**src/rtl/operand_fetch_stage.sv**
```systemverilog
// Operand fetch stage: 32-entry register file with write-through read ports,
// immediate sign extension, B-operand select and the registered ALU slot.
module operand_fetch_stage #(
  parameter int unsigned DATA_WIDTH = 32,
  parameter int unsigned ADDR_WIDTH = 5,
  parameter logic [DATA_WIDTH-1:0] SP_INIT = 32'h7FFF_EFFC
) (
  input  logic                  clk,
  input  logic                  reset,
  input  logic                  InValid,
  input  logic                  Stall,
  input  logic                  Flush,
  input  logic [ADDR_WIDTH-1:0] RegRs,
  input  logic [ADDR_WIDTH-1:0] RegRt,
  input  logic [15:0]           Immediate,
  input  logic                  ALUSrc,
  input  logic [3:0]            ALUOperationIn,
  input  logic                  WriteEnable,
  input  logic [ADDR_WIDTH-1:0] WriteRegister,
  input  logic [DATA_WIDTH-1:0] WriteData,
  output logic                  OutValid,
  output logic [DATA_WIDTH-1:0] A,
  output logic [DATA_WIDTH-1:0] B,
  output logic [3:0]            ALUOperation,
  output logic [DATA_WIDTH-1:0] RtData
);

  localparam int unsigned NREGS  = 2 ** ADDR_WIDTH;
  localparam int unsigned SP_REG = 29;

  logic [DATA_WIDTH-1:0] regs [NREGS];
  logic [DATA_WIDTH-1:0] rs_data;
  logic [DATA_WIDTH-1:0] rt_data;
  logic [DATA_WIDTH-1:0] sign_ext;
  logic [DATA_WIDTH-1:0] b_mux;

  always_ff @(posedge clk) begin
    if (reset) begin
      for (int unsigned i = 0; i < NREGS; i++)
        regs[i] <= (i == SP_REG) ? SP_INIT : '0;
    end else if (WriteEnable && (WriteRegister != '0)) begin
      regs[WriteRegister] <= WriteData;
    end
  end

  // Same-cycle write-back is forwarded so the slot never captures stale data.
  always_comb begin
    rs_data = '0;
    rt_data = '0;
    if (RegRs != '0)
      rs_data = (WriteEnable && (WriteRegister == RegRs)) ? WriteData : regs[RegRs];
    if (RegRt != '0)
      rt_data = (WriteEnable && (WriteRegister == RegRt)) ? WriteData : regs[RegRt];
  end

  assign sign_ext = {{(DATA_WIDTH-16){Immediate[15]}}, Immediate};
  assign b_mux    = ALUSrc ? sign_ext : rt_data;

  always_ff @(posedge clk) begin
    if (reset || Flush || (!Stall && !InValid)) begin
      OutValid     <= 1'b0;
      A            <= '0;
      B            <= '0;
      ALUOperation <= '0;
      RtData       <= '0;
    end else if (!Stall) begin
      OutValid     <= 1'b1;
      A            <= rs_data;
      B            <= b_mux;
      ALUOperation <= ALUOperationIn;
      RtData       <= rt_data;
    end
  end

endmodule

```
**config.mk**
```make
export PLATFORM = sky130hd
export DESIGN_NAME = operand_fetch_stage
export DESIGN_NICKNAME = d
export VERILOG_FILES = /design/src/rtl/operand_fetch_stage.sv
export SDC_FILE = /design/constraint.sdc
export NUM_CORES = 2
export LEC_CHECK = 0
export ABC_AREA = 0
export BUFFER_PORTS_ARGS = -buffer_cell sky130_fd_sc_hd__buf_2
export CORE_AREA = 2 2 364 366
export DETAILED_ROUTE_END_ITERATION = 7
export DIE_AREA = 0 0 366 368
export SLEW_MARGIN = 5
export SYNTH_ARGS = -nofsm -noshare
export SYNTH_HDL_FRONTEND = slang
export SYNTH_SLANG_ARGS = --single-unit
```
**constraint.sdc**
```tcl
create_clock -name clk -period 4.4 [get_ports clk]
set_input_delay 0.44 -clock clk [delete_from_list [all_inputs] [get_ports clk]]
set_output_delay 0.44 -clock clk [all_outputs]
set_load 0.02 [all_outputs]
```
* Yosys cells after proc, flatten, opt, wreduce, memory -nomap -nowiden
Memory sizes are Yosys's and may differ from the RTL's. Cells that the tools add are included. W data, S select, Z words.
Word-level totals: register bits 101, memory bits (writable) 1024, ROM bits 0, bits in latches 0, word-level logic and storage cells 33, memories kept 1
Memory list:
- regs | depth 32, bits a word 32, read ports 2, clocked after Yosys merged registers in 0, wr ports 32, line 31 | logic [DATA_WIDTH-1:0] regs [NREGS];
Operators by class: add/subtract/negate cells 0, div/mod/pow operators 0, bitwise logic cells 0, equal/unequal tests 2, reduce and logical (&&, ||, !) cells 12, multiplexer cells 13, shift operators 0, $mul 0, magnitude comparators 0
Operator list (number):
- $mux W32 | 6
- $reduce_or A32 Y1 | 1
- $reduce_bool A5 Y1 | 3
- $eq A5 B5 Y1 | 2
- $mux W1 | 6
- $mux W5 | 1
- $logic_and A1 B1 Y1 | 4
- $logic_not A1 Y1 | 2
- $logic_or A1 B1 Y1 | 2

* Depth between registers and ports, before layout
depth after elaboration 7, gate-level depth with buffers 10, mapped depth without buffers 5

* Least setup slack after synthesis
No wires, ideal clock.
path type input to register, start input RegRs[0], end register A[21], stages 7, data required time 4.262 ns, setup time 0.138 ns, arrival 2.338 ns, slack 1.924 ns, cells stage by stage clkbuf_1 > buf_2 > buf_2 > mux4_2 > mux4_2 > nand2_1 > o221ai_1
Between the ends: longest elaborated chain between the ends 4
RTL lines:
- start, declared | line 13 | input logic [ADDR_WIDTH-1:0] RegRs,
- parallel branches: the longest is 3 deep, another holds $mem_v2 Z32 W32
- $mux W32 * | line 50 | if (RegRs != '0)
- end signal, assigned | line 68 | A <= rs_data;
- end, declared | line 22 | output logic [DATA_WIDTH-1:0] A,
Mark *: on every way between the ends. A chain may end at the register's enable or synchronous reset.

* Worst setup path after layout
start input RegRt[2], end register B[18]
Between the ends: longest elaborated chain between the ends 5
RTL lines:
- start, declared | line 14 | input logic [ADDR_WIDTH-1:0] RegRt,
- parallel branches: the longest is 3 deep, another holds $mem_v2 Z32 W32
- $mux W32 * | line 52 | if (RegRt != '0)
- $mux W32 * | line 57 | assign b_mux = ALUSrc ? sign_ext : rt_data;
- end signal, assigned | line 69 | B <= b_mux;
- end, declared | line 23 | output logic [DATA_WIDTH-1:0] B,
Marks and branches as above.

==> metrics.txt <==
CTS clk-pin slew, worst paths 0.06 ns; CP max FO 74; Final #Nets 4066; Routed WL 215000 um; min Tclk post-route 2.66 ns; Post-synth EDFFs 1024; Final Hold Viols 0; fin. max-slew vios 0; Worst Path Buf+Inv 2; Die X 366 um; GRT Util Overall 0.317; Vias 39700; most frequent CP cell mux4_2; first-pass GRT wire length 302000 um; Reg2Reg Capture Point B[31]; post-CTS setup buffer count 0; Synth Warn # 0; worst hold path startpoint WriteData[0]; vias in the first global route 38800; clock root buffer clkbuf_16; clock skew 0.0327 ns; origin of the critical flop-to-flop path regs[29][31]; Final period util 0.604; # rows 133; top_reg_cell synth edfxtp_1; Area growth, synth to finish 12.5%; HP Class in2reg; Routed Antenna Nets 0; Die Footprint 135000 sq um; largest net degree at the start of global routing 105; Post-DP HPWL 129000 um; crit start category input port; Worst Setup End Kind register; Starting DRT DRC Count 5957; Post-route DRC 0; r2r setup slk 2.25 ns; count of cell types in the netlist 63; Starting Density 0.446; maximum vdd drop 0.355 mV; post-CTS resize count 0; WP data required 5.01 ns; share of cells above drive strength 1 0.300; total CTS buffers 120; outcome finished, final reports clean; Sink Count 1125; Synth async-reset ratio 0; # IOs 175; initial antenna violation count 18; port buffer count 174; critical path type in2reg; WHS 0.0512 ns; CTS max path bufs 3; CTS tree built; Routed WL per cell 36.7 um; Max-cap violations 0; routability cong. 0.876; Mapped Avg Cell Area 14.8 sq um; Max Clk Rate 0.377 GHz; H-tree levels 3; setup TNS 0 ns; Tightest Pin Transition 1.22 ns; CP max stage delay 0.73 ns; DRT Pass-1 Iters 5; worst hold endpoint A[0]; Reg2Reg Depth 6; worst-path cell chain buf_8, buf_4, mux4_2, mux4_2, mux2_2, nor2_1, o22ai_1; Leakage 21.8 nW; slowest CP cell buf_4; hold-critical path depth 3; cells after synthesis 3946; sequential area share after synthesis 0.561; later-pin clock latency in the skew report 0.77 ns; Post-Place Cells 5615; Finish-stage setup viols 0; Fill cells 11000; CP arrival 3.27 ns; worst rel slew slack 0.184; Mapped Area 58400 sq um; Crit path depth 7; PD cells 398 nW/um^2; crit-path leading delay family buffers and inverters; total power 26.1 mW; Vias/cell 6.77; Die Span Y 368 um; Core ar. 131000 sq um; Non-Filler Instances 5859; GRT overflow 0; synthesized flop and latch total 1125; RSZ-0062 raised after global routing false
-- per-stage QoR --
step	utilization	worst slack, ns	instance area, sq um
2_1_floorplan	-	1.92	58500
3_3_place_gp	0.471	1.05	61600
3_5_place_dp	0.471	1.05	61600
4_1_cts	0.502	1.86	65700
5_1_grt	0.502	1.68	65700
6_report	0.502	1.74	65700
-- power breakdown --
| group | internal, mW | switching [mW] |
|---|---|---|
| clock | 6.07 | 4.41 |
| sequential | 12.2 | 0.317 |
| combinational | 1.30 | 1.82 |
| total | 19.6 | 6.55 |
-- worst max path at each step --
stage	start	to	slack, ns
floorplan	RegRs[0]	A[21]	1.92
global placement	RegRt[1]	RtData[9]	1.05
detailed placement	RegRt[1]	RtData[9]	1.05
CTS	RegRt[1]	RtData[9]	1.86
global route	RegRt[1]	B[1]	1.68
finish	RegRt[2]	B[18]	1.74
-- logic make-up (layout without fill, tap and decap cells) --
kind of cell	Yosys count	after routing	synth area share
AO/OA/AOI/OAI	353	353	0.0410
multiplexers	660	660	0.237
flip-flops	1125	1125	0.561
other	1	39	0.0000642
buffers and inverters	512	632	0.0368
XOR/XNOR	10	10	0.00150
AND/OR/NAND/NOR	1285	1285	0.123
-- tightest hold or removal path: cells and delay by family --
family                 cells  cell delay, ns
AO/OA/AOI/OAI              2            0.25
buffers and inverters      1            0.09
-- routing by layer --
layer  up-vias  GRT usage  routed length [um]
met5         -          0                  69
met4        10      0.127                9040
met3       472     0.0850               26700
met2      2829      0.478               97100
met1     20800      0.439               81900
li1      15500          -                   -
-- state kept, by name (all words and copies together) (netlist names) --
| name | flops |
|---|---|
| regs | 1024 |
| A | 32 |
| ALUOperation | 4 |
| OutValid | 1 |
| RtData | 32 |
| B | 32 |
-- cell type report --
| type | count | area (sq um) | area share |
|---|---|---|---|
| clock buffers | 172 | 3400 | 0.0518 |
| clock inverters | 55 | 601 | 0.00914 |
| flip-flops and latches | 1125 | 32800 | 0.499 |
| inverters | 48 | 185 | 0.00282 |
| well taps | 1755 | 2200 | 0.0334 |
| multi-input cells | 2340 | 23800 | 0.362 |
| diodes | 7 | 17.5 | 0.000267 |
| repair buffers | 357 | 2770 | 0.0422 |
-- synthesized netlist by cell type, types with 47 or more instances --
library cell,number,area (sq um)
edfxtp_1,1024,30700
and2_1,605,3780
mux4_2,574,12900
nor3_1,378,1890
clkbuf_1,327,1230
nand2_1,109,409
dfxtp_1,101,2020
a22oi_1,69,518
o21ai_0,63,315
nor2_1,62,233
buf_2,61,305
mux2i_1,49,490
a21oi_1,47,235
buf_1,47,176
inv_1,47,176
-- cell usage in the layout (no fill, tap or decap), types with 47 or more instances in the layout --
cell type	n
nor3_1	377
nand2_1	107
dfxtp_1	101
mux2i_1	49
buf_2	166
buf_4	140
clkbuf_16	125
inv_1	47
o21ai_0	62
a21oi_1	47
edfxtp_1	1024
and2_1	605
a22oi_1	69
mux4_2	574
-- repair_timing --
item,4_1_cts,5_1_grt
setup endpoints to repair,0,0
hold buffers,10,0
endpoints found under the hold margin,10,0
Power figures use the tool's default switching activity.
